--- src/rtl/sudoku_pkg.sv ---
// Shared board geometry, loader state encoding and cell indexing helper
// for the sudoku game blocks.
package sudoku_pkg;

  localparam int CELLS   = 81;
  localparam int DIGIT_W = 4;
  localparam int BOARD_W = CELLS * DIGIT_W;

  typedef enum logic [2:0] {
    ST_IDLE  = 3'd0,
    ST_FETCH = 3'd1,
    ST_DRAIN = 3'd2,
    ST_START = 3'd3,
    ST_PLAY  = 3'd4
  } loader_state_t;

  function automatic logic [6:0] cell_index(input logic [3:0] row, input logic [3:0] col);
    return 7'(int'(row) * 9 + int'(col));
  endfunction

endpackage

--- src/rtl/sudoku_puzzle_loader.sv ---
// Streams one 81-cell puzzle out of the synchronous puzzle ROM into the packed
// init_board/init_board_blank vectors, then pulses start for the game block.
module sudoku_puzzle_loader
  import sudoku_pkg::*;
#(
  parameter int NUM_PUZZLES = 8,
  parameter int ADDR_W      = 10,
  localparam int IDX_W      = (NUM_PUZZLES > 1) ? $clog2(NUM_PUZZLES) : 1
) (
  input  logic                clk,
  input  logic                reset_n,
  input  logic                load,
  input  logic                next,
  input  logic                solved,
  output logic [ADDR_W-1:0]   rom_addr,
  input  logic [3:0]          rom_data,
  output logic [BOARD_W-1:0]  init_board,
  output logic [CELLS-1:0]    init_board_blank,
  output logic                start,
  output logic                busy,
  output logic [IDX_W-1:0]    puzzle_idx,
  output logic [2:0]          dbg_state
);

  // Producer handshake: start is a one-cycle strobe with no back-pressure;
  // init_board/init_board_blank are valid and stable for that whole cycle.

  loader_state_t      state_q, state_d;
  logic [6:0]         cnt_q, cnt_d;
  logic [IDX_W-1:0]   idx_q, idx_d, idx_inc;
  logic               cap_valid_q, cap_valid_d;
  logic [6:0]         cap_cell_q, cap_cell_d;
  logic               clear_blank;
  logic [BOARD_W-1:0] board_q;
  logic [CELLS-1:0]   blank_q;
  logic               digit_ok;

  assign idx_inc  = (idx_q == IDX_W'(NUM_PUZZLES - 1)) ? '0 : idx_q + 1'b1;
  assign digit_ok = (rom_data != 4'd0) && (rom_data <= 4'd9);

  always_ff @(posedge clk or negedge reset_n) begin
    if (!reset_n) begin
      state_q     <= ST_IDLE;
      cnt_q       <= '0;
      idx_q       <= '0;
      cap_valid_q <= 1'b0;
      cap_cell_q  <= '0;
    end else begin
      state_q     <= state_d;
      cnt_q       <= cnt_d;
      idx_q       <= idx_d;
      cap_valid_q <= cap_valid_d;
      cap_cell_q  <= cap_cell_d;
    end
  end

  always_comb begin
    state_d     = state_q;
    cnt_d       = cnt_q;
    idx_d       = idx_q;
    cap_valid_d = 1'b0;
    cap_cell_d  = cnt_q;
    clear_blank = 1'b0;
    case (state_q)
      ST_IDLE: begin
        // An advance requested together with load is applied before the fetch.
        if (next) idx_d = idx_inc;
        if (load) begin
          state_d     = ST_FETCH;
          cnt_d       = '0;
          clear_blank = 1'b1;
        end
      end
      ST_FETCH: begin
        cap_valid_d = 1'b1;
        cap_cell_d  = cnt_q;
        if (cnt_q == 7'd80) begin
          state_d = ST_DRAIN;
          cnt_d   = '0;
        end else begin
          cnt_d = cnt_q + 7'd1;
        end
      end
      ST_DRAIN: state_d = ST_START;
      ST_START: state_d = ST_PLAY;
      ST_PLAY: begin
        if (solved || next) idx_d = idx_inc;
        if (load) begin
          state_d     = ST_FETCH;
          cnt_d       = '0;
          clear_blank = 1'b1;
        end else if (solved) begin
          state_d = ST_IDLE;
        end
      end
      default: state_d = ST_IDLE;
    endcase
  end

  // Data for the address issued last cycle lands in that cell's slot.
  always_ff @(posedge clk or negedge reset_n) begin
    if (!reset_n) begin
      board_q <= '0;
      blank_q <= '0;
    end else if (clear_blank) begin
      blank_q <= '0;
    end else begin
      for (int i = 0; i < CELLS; i++) begin
        if (cap_valid_q && (cap_cell_q == 7'(i))) begin
          board_q[i*DIGIT_W +: DIGIT_W] <= digit_ok ? rom_data : 4'd0;
          blank_q[i]                    <= !digit_ok;
        end
      end
    end
  end

  assign rom_addr         = (state_q == ST_FETCH) ?
                            ADDR_W'(int'(idx_q) * CELLS + int'(cnt_q)) : '0;
  assign init_board       = board_q;
  assign init_board_blank = blank_q;
  assign start            = (state_q == ST_START);
  assign busy             = (state_q == ST_FETCH) || (state_q == ST_DRAIN) ||
                            (state_q == ST_START);
  assign puzzle_idx       = idx_q;
  assign dbg_state        = state_q;

endmodule
--- config.mk ---
export PLATFORM = sky130hd
export DESIGN_NAME = sudoku_puzzle_loader
export DESIGN_NICKNAME = d
export VERILOG_FILES = /design/src/rtl/sudoku_pkg.sv /design/src/rtl/sudoku_puzzle_loader.sv
export SDC_FILE = /design/constraint.sdc
export NUM_CORES = 1
export LEC_CHECK = 0
export ABC_AREA = 1
export BUFFER_PORTS_ARGS = -buffer_cell sky130_fd_sc_hd__clkbuf_2
export CAP_MARGIN = 20
export CORE_MARGIN = 10
export CORE_UTILIZATION = 55
export DETAILED_ROUTE_END_ITERATION = 8
export GPL_ROUTABILITY_DRIVEN = 1
export PLACE_DENSITY = 0.83
export SYNTH_ARGS = -nofsm -noshare
export SYNTH_HDL_FRONTEND = slang
export SYNTH_SLANG_ARGS = --single-unit
--- constraint.sdc ---
create_clock -name clk -period 5.6 [get_ports clk]
set_clock_uncertainty 0.15 [all_clocks]
set_input_delay 0.84 -clock clk [delete_from_list [all_inputs] [get_ports clk]]
set_output_delay 0.84 -clock clk [all_outputs]
set_load 0.005 [all_outputs]
Word-level counts from Yosys, hierarchy flattened:

Index checks and enable logic that the tools add are counted.
W data, S select, Z words.

* register bits after elaboration: 426
* bits of input ports: 9
* output and inout bits: 423
* logic and storage cells: 621

* add/sub/neg operators: 3
* multiply operators: 1
* $lt $le $gt $ge: 1
* equal/unequal tests: 92
* mux-type cells: 99
* bitwise gates (word level): 1
* reduce and logical (&&, ||, !) cells: 257

Operators with widths (count)
* $eq A7 B6 Y1 const B: 32
* $reduce_bool A2 Y1: 83
* $reduce_and A2 Y1: 82
* $eq A7 B7 Y1 const B: 18
* $eq A7 B5 Y1 const B: 16
* $mux W1: 84
* $logic_and A1 B1 Y1: 82
* $mux W81: 1
* $eq A7 B4 Y1 const B: 8
* $eq A7 B3 Y1 const B: 4
* $mux W3: 7
* $pmux W3 S5: 1
* $eq A7 B2 Y1 const B: 2
* $mux W7: 2
* $pmux W7 S2: 1
* $add A10 B7 Y10: 1
* $mul A3 B7 Y10 const B: 1
* $mux W10: 1
* $ne A2 B2 Y1 const B: 4
* $add A7 B1 Y7 const B: 1
* $eq A7 B1 Y1 const B: 1
* $logic_not A7 Y1: 1
* $eq A3 B2 Y1 const B: 2
* $eq A3 B3 Y1 const B: 2
* 14 further kinds: 17

Longest topological paths before layout:

Gate-level depths: netlist (run 1).

* depth after elaboration: 5
* gate-level depth with buffers: 10

Worst setup path after synthesis (run 1):

OpenSTA, ideal clock, no wires.

* kind: flip-flop to output port
* from: reg idx_q[0], in the netlist puzzle_idx[0]
* to: out rom_addr[7]
* arrival: 1820 ps
* data required time: 4610 ps
* slack: 2790 ps
* stages on the path, launching flop included: 11
* buffers on the path: 0
* cell sequence: dfrtp_1 -> ha_1 -> ha_1 -> ha_1 -> nand2_1 -> nor2_1 -> nor2_1 -> nand2_1 -> nand2_1 -> nand2_1 -> nor2_1

* cells in the longest elaborated chain, start to end: 3

RTL lines
* start: declaration: RTL line sudoku_puzzle_loader.sv:30 `logic [IDX_W-1:0] idx_q, idx_d, idx_inc;`
* start signal: assignment: RTL line sudoku_puzzle_loader.sv:51 `idx_q <= idx_d;`
* $mul A3 B7 Y10: RTL line sudoku_puzzle_loader.sv:118 `ADDR_W'(int'(idx_q) * CELLS + int'(cnt_q)) : '0;`
* $add A10 B7 Y10: RTL line sudoku_puzzle_loader.sv:118
* $mux W10: RTL line sudoku_puzzle_loader.sv:117 `assign rom_addr = (state_q == ST_FETCH) ?`
* end: declaration: RTL line sudoku_puzzle_loader.sv:15 `output logic [ADDR_W-1:0] rom_addr,`

Every way passes these cells.

Worst setup path after layout (run 1):

* from: reg idx_q[0], in the netlist puzzle_idx[0]
* to: out rom_addr[9]

The elaborated chain is that of the path after synthesis.

==> qor.yml, run 1 <==
global_routing:
  antenna_found_initial: 0
  grt-ovfl-total: 0
  track_usage: 0.282
  grt_pass1_vias: 15100
  grt_pass1_wl_um: 87000
  grt_max_degree: 145
synthesis:
  synthesis.area_um2: 17100
  postSynthCellCount: 1911
  ys_ff_latch: 426
  synth-seq-area-share: 0.623
  yosysWarnings: 0
  avgSynthCellArea_um2: 8.96
  ys_types: 27
  syn_nets: 1940
final_layout:
  final_core_util: 0.686
  antenna_cells: 0
  drive_gt1_frac: 0.223
  synthToLayoutAreaGrowth_pct: 23.0
  nNetsFinal: 2352
timing:
  hold_viol_final: 0
  period_minus_slack_ns: 3.66
  slew_headroom: 0.349
  slew_violations: 0
  worst_pin_slew_ns: 0.977
  fin_crit_sh: 0.654
  finalSetupTns_ns: 0
  rsz0062_at_grt: "false"
  setup_viol: 0
  timing.fmax_ghz: 0.273
  setup_ws_ns: 1.94
die:
  fp.coreArea_um2: 30700
  start_util: 0.558
  die_w_um: 196
  die_h_um: 196
  rows: 64
  ios: 432
  die-area_um2: 38600
clocking:
  clock_path_buffers: 3
  cts_sinks: 426
  htree_levels: 2
  postCtsHoldBufs: 0
  cts-resized-gates: 0
  path_clk_slew_ns: 0.06
  cts_tree: "built"
  worst_skew_pair.late_latency_ns: 0.53
  numCtsBuffers: 43
  root_buffer: "clkbuf_16"
  post-cts-setup-buffers: 0
outcome:
  outcome: "completed"
run:
  max_cap_violations: 0
drt:
  dr_total_vias: 15300
  routed_via_density: 5.56
  ant_nets: 0
  post-route-drc-count: 0
  drt_iter0_drc: 1152
  wire_per_inst_um: 20.2
  first_pass_iters: 5
  wl_um: 55700
pwr:
  power.density_nw_per_um2: 305
  cellLeakagePower_nw: 11.2
  peakVddDrop_mv: 0.217
critical_path:
  rr_endpoint: "init_board[107]$_DFFE_PN0P_"
  critical_path_arrival_ns: 2.67
  cp.required_ns: 4.61
  r2r_cells: 6
  r2r-start: "dbg_state[0]$_DFFE_PN0P_"
  crit_type: "register to output pin"
  critical_path.endpoint_type: "output pin"
  critPathLaunchType: "register"
  cp_max_fo: 7
  ff2ff_setup_slack_ns: 2.64
place:
  io_buffer_count: 431
  dpl.hpwl_um: 39100
  dp_slack_ns: 2.28
  gp_congestion: 0.870
min_path:
  min_path_type: "input port to async pin"
[area by class of cell]
type                    instances  area, µm²
fillers                      2367       9620
clock buffers                  68       1310
multi-input cells            1349       5940
well taps                     396        495
inverters                      58        218
flip-flops and latches        426      10700
repair buffers                445       2310
clock inverters                12        121
[layout by cell type, fill, tap and decap left out, types with 2 or more instances in the layout]
cell	count
nand2_1	729
clkbuf_2	430
dfrtp_1	426
o21ai_0	291
nand3_1	177
nor2_1	103
inv_1	53
clkbuf_16	43
ha_1	19
clkbuf_8	14
clkbuf_1	11
buf_4	11
a21oi_1	8
clkinv_2	7
clkinv_1	4
nor2_2	4
nand4_1	3
inv_6	3
buf_12	3
nand3_2	2
nor3_1	2
bufinv_16	2
[metal layers]
metal,global-route usage,vias up,part of all wire
met2,0.455,787,0.48
met5,0,-,0
met4,0.0953,0,0.030
li1,-,7048,-
met3,0.0847,107,0.11
met1,0.357,7375,0.39
[cells in the mapped netlist]
cell type / number / area, µm²
clkbuf_1: 49 / 184
and2_1: 1 / 6.26
a31o_2: 1 / 8.76
xor2_1: 1 / 8.76
nand3_1: 177 / 886
dfrtp_1: 426 / 10700
clkinv_1: 2 / 7.51
nand3b_1: 1 / 7.51
nand4_1: 3 / 18.8
o21a_1: 1 / 7.51
o21ai_0: 291 / 1460
inv_1: 56 / 210
nand3_2: 2 / 20.0
nand2_2: 1 / 6.26
buf_4: 4 / 30.0
o21ai_1: 1 / 5.00
ha_1: 19 / 238
nor3_1: 2 / 10.0
fa_1: 1 / 20.0
nor3b_1: 1 / 7.51
nor2_1: 106 / 398
nor2_2: 1 / 6.26
buf_2: 20 / 100
nand2_1: 729 / 2740
a21oi_1: 9 / 45.0
buf_1: 5 / 18.8
nor2_4: 1 / 11.3
[power breakdown]
group / switching [mW] / internal, mW
clock network: 1.19 / 1.70
logic: 0.222 / 0.0962
registers: 0.0515 / 3.16
total: 1.46 / 4.95
[per-stage QoR]
stage	hold WS (ns)	total power [mW]	instance area, µm²	cells
floorplan	0.270	3.36	17100	1911
global placement	0.303	3.57	19600	2673
detailed placement	0.308	3.59	19600	2674
CTS	0.199	6.46	21100	2754
global route	0.233	6.63	21100	2754
finish	0.187	6.42	21100	2754
[kinds of logic (layout without fill, tap and decap cells)]
kind of cell / after synthesis / after routing / share of synthesized area
flip-flops: 426 / 426 / 0.623
AO/OA/AOI/OAI: 303 / 303 / 0.0890
adder cells (fa/ha/maj): 20 / 20 / 0.0151
buffers and inverters: 136 / 583 / 0.0322
AND/OR/NAND/NOR: 1025 / 1025 / 0.240
XOR/XNOR: 1 / 1 / 0.000512
[flip-flops by register name, indices dropped and copies added (netlist names)]
signal            count
cap_valid_q           1
init_board_blank     81
dbg_state             3
cap_cell_d            7
cap_cell_q            7
init_board          324
puzzle_idx            3
[how the worst max path moves through the flow]
stage / cells past startpoint / slack [ns] / to / startpoint
after floorplan: 10 / 2.79 / rom_addr[7] / puzzle_idx[0]$_DFFE_PN0P_
after global routing: 10 / 1.75 / rom_addr[9] / puzzle_idx[0]$_DFFE_PN0P_
after detailed placement: 6 / 2.28 / init_board[93]$_DFFE_PN0P_ / load
after CTS: 10 / 1.92 / rom_addr[9] / puzzle_idx[0]$_DFFE_PN0P_
final: 10 / 1.94 / rom_addr[9] / puzzle_idx[0]$_DFFE_PN0P_
after global placement: 6 / 2.20 / init_board_blank[25]$_DFFE_PN0P_ / load
[critical path: stages (launching register included)]
cell	delay, ns
dfrtp_1	0.47
ha_1	0.34
ha_1	0.28
ha_1	0.33
nand2_1	0.09
nor2_1	0.10
nand2_1	0.10
nand2_1	0.10
nand2_1	0.05
a21oi_1	0.13
clkbuf_2	0.14
(Power assumes the default switching activity.)
==> inputs of run 2 (changes only) <==
--- a/config.mk
+++ b/config.mk
@@ -5,14 +5,14 @@
 export SDC_FILE = /design/constraint.sdc
 export NUM_CORES = 1
 export LEC_CHECK = 0
-export ABC_AREA = 1
+export ABC_AREA = 0
 export BUFFER_PORTS_ARGS = -buffer_cell sky130_fd_sc_hd__clkbuf_2
 export CAP_MARGIN = 20
 export CORE_MARGIN = 10
-export CORE_UTILIZATION = 55
+export CORE_UTILIZATION = 53
 export DETAILED_ROUTE_END_ITERATION = 8
 export GPL_ROUTABILITY_DRIVEN = 1
-export PLACE_DENSITY = 0.83
+export PLACE_DENSITY = 0.81
 export SYNTH_ARGS = -nofsm -noshare
 export SYNTH_HDL_FRONTEND = slang
 export SYNTH_SLANG_ARGS = --single-unit
==> constraint.sdc (replaced) <==
create_clock -name clk -period 3.8 [get_ports clk]
set_clock_uncertainty 0.15 [all_clocks]
set_input_delay 0.57 -clock clk [delete_from_list [all_inputs] [get_ports clk]]
set_output_delay 0.57 -clock clk [all_outputs]
set_load 0.005 [all_outputs]
==> run 2 against run 1 <==
Effect of this change:
- the flow now finishes with violations (negative hold slack)
- combinational power increased by 73%
- worst setup slack lost 1.7 ns
- sequential share of layout area decreased by 0.94 points
- clock power up 45%
- flip-flop and latch count unchanged
- sequential power is 49% higher
- critical path type unchanged
- highest routed layer unchanged
==> qor.yml, run 2 <==
final_layout:
  largest_reg_flops: 324  # unchanged
  layout_common_cells: "430 x clkbuf_2, 426 x dfrtp_1, 323 x mux2_2"
  drive_gt1_frac: 0.512  # +0.289
  layout_commonest_cell: "clkbuf_2"
  synthToLayoutAreaGrowth_pct: 23.7
  nNetsFinal: 1701  # -28%
  fillers: 2412  # +1.9%
  antenna_cells: 0  # unchanged
die:
  ios: 432  # unchanged
  die_h_um: 201  # +2.3%
  die-area_um2: 40300  # +4.6%
  start_util: 0.536  # -0.0224
  die_w_um: 201  # +2.3%
  fp.coreArea_um2: 32400  # +5.5%
  rows: 66  # +3.1%
global_routing:
  track_usage: 0.248  # -0.0339
  grt_pass1_wl_um: 79400  # -8.8%
  antenna_found_initial: 0  # unchanged
  grt_pass1_vias: 12800  # -15%
  grt_max_degree: 121  # -17%
  grt-ovfl-total: 0  # unchanged
critical_path:
  crit_chain: "ha_1 > ha_1 > ha_1 > a21o_1 > a21o_1 > o21ai_0 > nor3b_1 > clkbuf_2"
  crit_type: "register to output pin"
  cp_max_fo: 7  # unchanged
  critical_path_arrival_ns: 2.89  # +0.22 ns
  cp.required_ns: 3.08  # -1.53 ns
  crit_top_cell: "ha_1"
  critPathLaunchType: "register"
  slowest_delay_ns: 0.45  # -0.02 ns
  slowest_stage: "dfrtp_1"
  critical_path.endpoint_type: "output pin"
synthesis:
  synth-seq-area-share: 0.615  # -0.00805
  postSynthCellCount: 1264  # -34%
  synth_top_area_cell: "dfrtp_1"
  synth_top_area_share: 0.615  # -0.00805
  synth_edf_count: 0  # unchanged
  avgSynthCellArea_um2: 13.7  # +53%
  synthesis.area_um2: 17300  # +1.3%
  ys_ff_latch: 426  # unchanged
  synthTopCellsByArea: "dfrtp_1 61%, mux2_2 21%, a311oi_1 4.0%"
  netlist_top_cells_count: "426 x dfrtp_1, 323 x mux2_2, 89 x a21oi_1"
  syn_nets: 1293  # -33%
  yosysWarnings: 0  # unchanged
  yosysMostFrequentCell: "dfrtp_1"
  async_flop_share: 1.00  # unchanged
  synth_flop_cell: "dfrtp_1"
  ys_types: 52  # +93%
drt:
  wire_per_inst_um: 24.1  # +19%
  routed_via_density: 5.71  # +2.6%
  drt_iter0_drc: 798  # -31%
  ant_nets: 0  # unchanged
  post-route-drc-count: 0  # unchanged
  wl_um: 51500  # -7.4%
  dr_total_vias: 12200  # -20%
  first_pass_iters: 5  # unchanged
clocking:
  htree_levels: 2  # unchanged
  root_buffer: "clkbuf_16"
  cts-resized-gates: 0  # unchanged
  post-cts-setup-buffers: 0  # unchanged
  clock_path_buffers: 3  # unchanged
  cts_tree: "built"
  path_clk_slew_ns: 0.06  # about the same
  cts_sinks: 426  # unchanged
  worst_skew_pair.late_latency_ns: 0.53  # about the same
  postCtsHoldBufs: 0  # unchanged
  numCtsBuffers: 44  # +2.3%
place:
  dpl.hpwl_um: 36300  # -7.2%
  io_buffer_count: 431  # unchanged
  gp_congestion: 0.815  # -6.3%
timing:
  slew_violations: 0  # unchanged
  worst_pin_slew_ns: 1.00  # +0.0243 ns
  whs_ns: -0.0353  # -0.222 ns
  finalSetupTns_ns: 0  # unchanged
  slew_headroom: 0.333  # -0.0162
  hold_viol_final: 14  # +14
  setup_viol: 0  # unchanged
  fin_crit_sh: 0.949
  timing.fmax_ghz: 0.277
  rsz0062_at_grt: "false"
  period_minus_slack_ns: 3.61
pwr:
  cellLeakagePower_nw: 10.7  # -4.1%
  power_mw: 9.52  # +48%
  peakVddDrop_mv: 0.381  # +75%
  power.density_nw_per_um2: 444  # +46%
run:
  max_cap_violations: 0  # unchanged
min_path:
  min_path_type: "input port to async pin"
outcome:
  outcome: "finished, violations left"
  violations: "negative hold slack"
-- run 2: layout make-up --
type	count	area [µm²]	share of cell area
Clock buffer	68	1320	0.0617
Clock inverter	5	77.6	0.00362
Inverter	11	41.3	0.00193
Multi-Input combinational cell	733	6330	0.295
Sequential cell	426	10700	0.497
Tap cell	442	553	0.0258
Timing Repair Buffer	456	2470	0.115
-- run 2: cells by family after synthesis --
logic type	share of synthesized area
buf+inv	0.0244
flops	0.615
simple gates	0.0572
xor+xnor	0.00101
mux	0.212
compound gates	0.0754
fa+ha+maj	0.0149
-- run 2: stage by stage --
stage               hold slack, ns   util  std cells  setup slack (ns)  cell area [µm²]
detailed placement           0.312  0.619       2068             0.766            20000
CTS                         0.0306  0.663       2141             0.168            21400
floorplan                    0.124      -       1264              1.02            17300
global placement             0.298  0.619       2068             0.803            20000
finish                     -0.0353  0.663       2141             0.194            21400
global route                0.0507  0.663       2141            0.0575            21400
-- run 2: worst max-delay path, delay by kind of cell (launching register included) --
family	cells	cell delay [ns]
flip-flops	1	0.45
AO/OA/AOI/OAI	3	0.56
buffers and inverters	1	0.16
AND/OR/NAND/NOR	1	0.23
adder cells (fa/ha/maj)	3	0.96
-- run 2: per-layer routing --
metal  global-route usage  vias to the layer above  wire length (µm)
met5                    0                        -                 0
met4               0.0952                        0              1950
met3               0.0602                      117              3510
met2                0.418                      442             25600
met1                0.302                     6265             20400
li1                     -                     5391                 -
-- run 2: worst paths after layout --
check,slack [ns],endpoint,depth (start not counted),from
setup / recovery,0.19,rom_addr[8],8,puzzle_idx[0]$_DFFE_PN0P_
hold / removal,-0.04,init_board[56]$_DFFE_PN0P_,1,reset_n
setup reg to reg,1.20,init_board[307]$_DFFE_PN0P_,4,dbg_state[1]$_DFFE_PN0P_
hold reg to reg,0.34,cap_cell_q[1]$_DFF_PN0_,0,cap_cell_d[1]$_DFFE_PN0P_
max in group asynchronous,2.46,init_board[290]$_DFFE_PN0P_,2,reset_n
min in group clk,0.26,dbg_state[2]$_DFFE_PN0P_,3,solved
-- run 2: where the power goes --
| part | leakage, nW | internal, mW | total, mW | switching (mW) |
|---|---|---|---|---|
| Clock | 0.684 | 2.51 | 4.19 | 1.68 |
| Sequential | 5.45 | 4.68 | 4.78 | 0.0953 |
| Combinational | 4.60 | 0.231 | 0.551 | 0.320 |
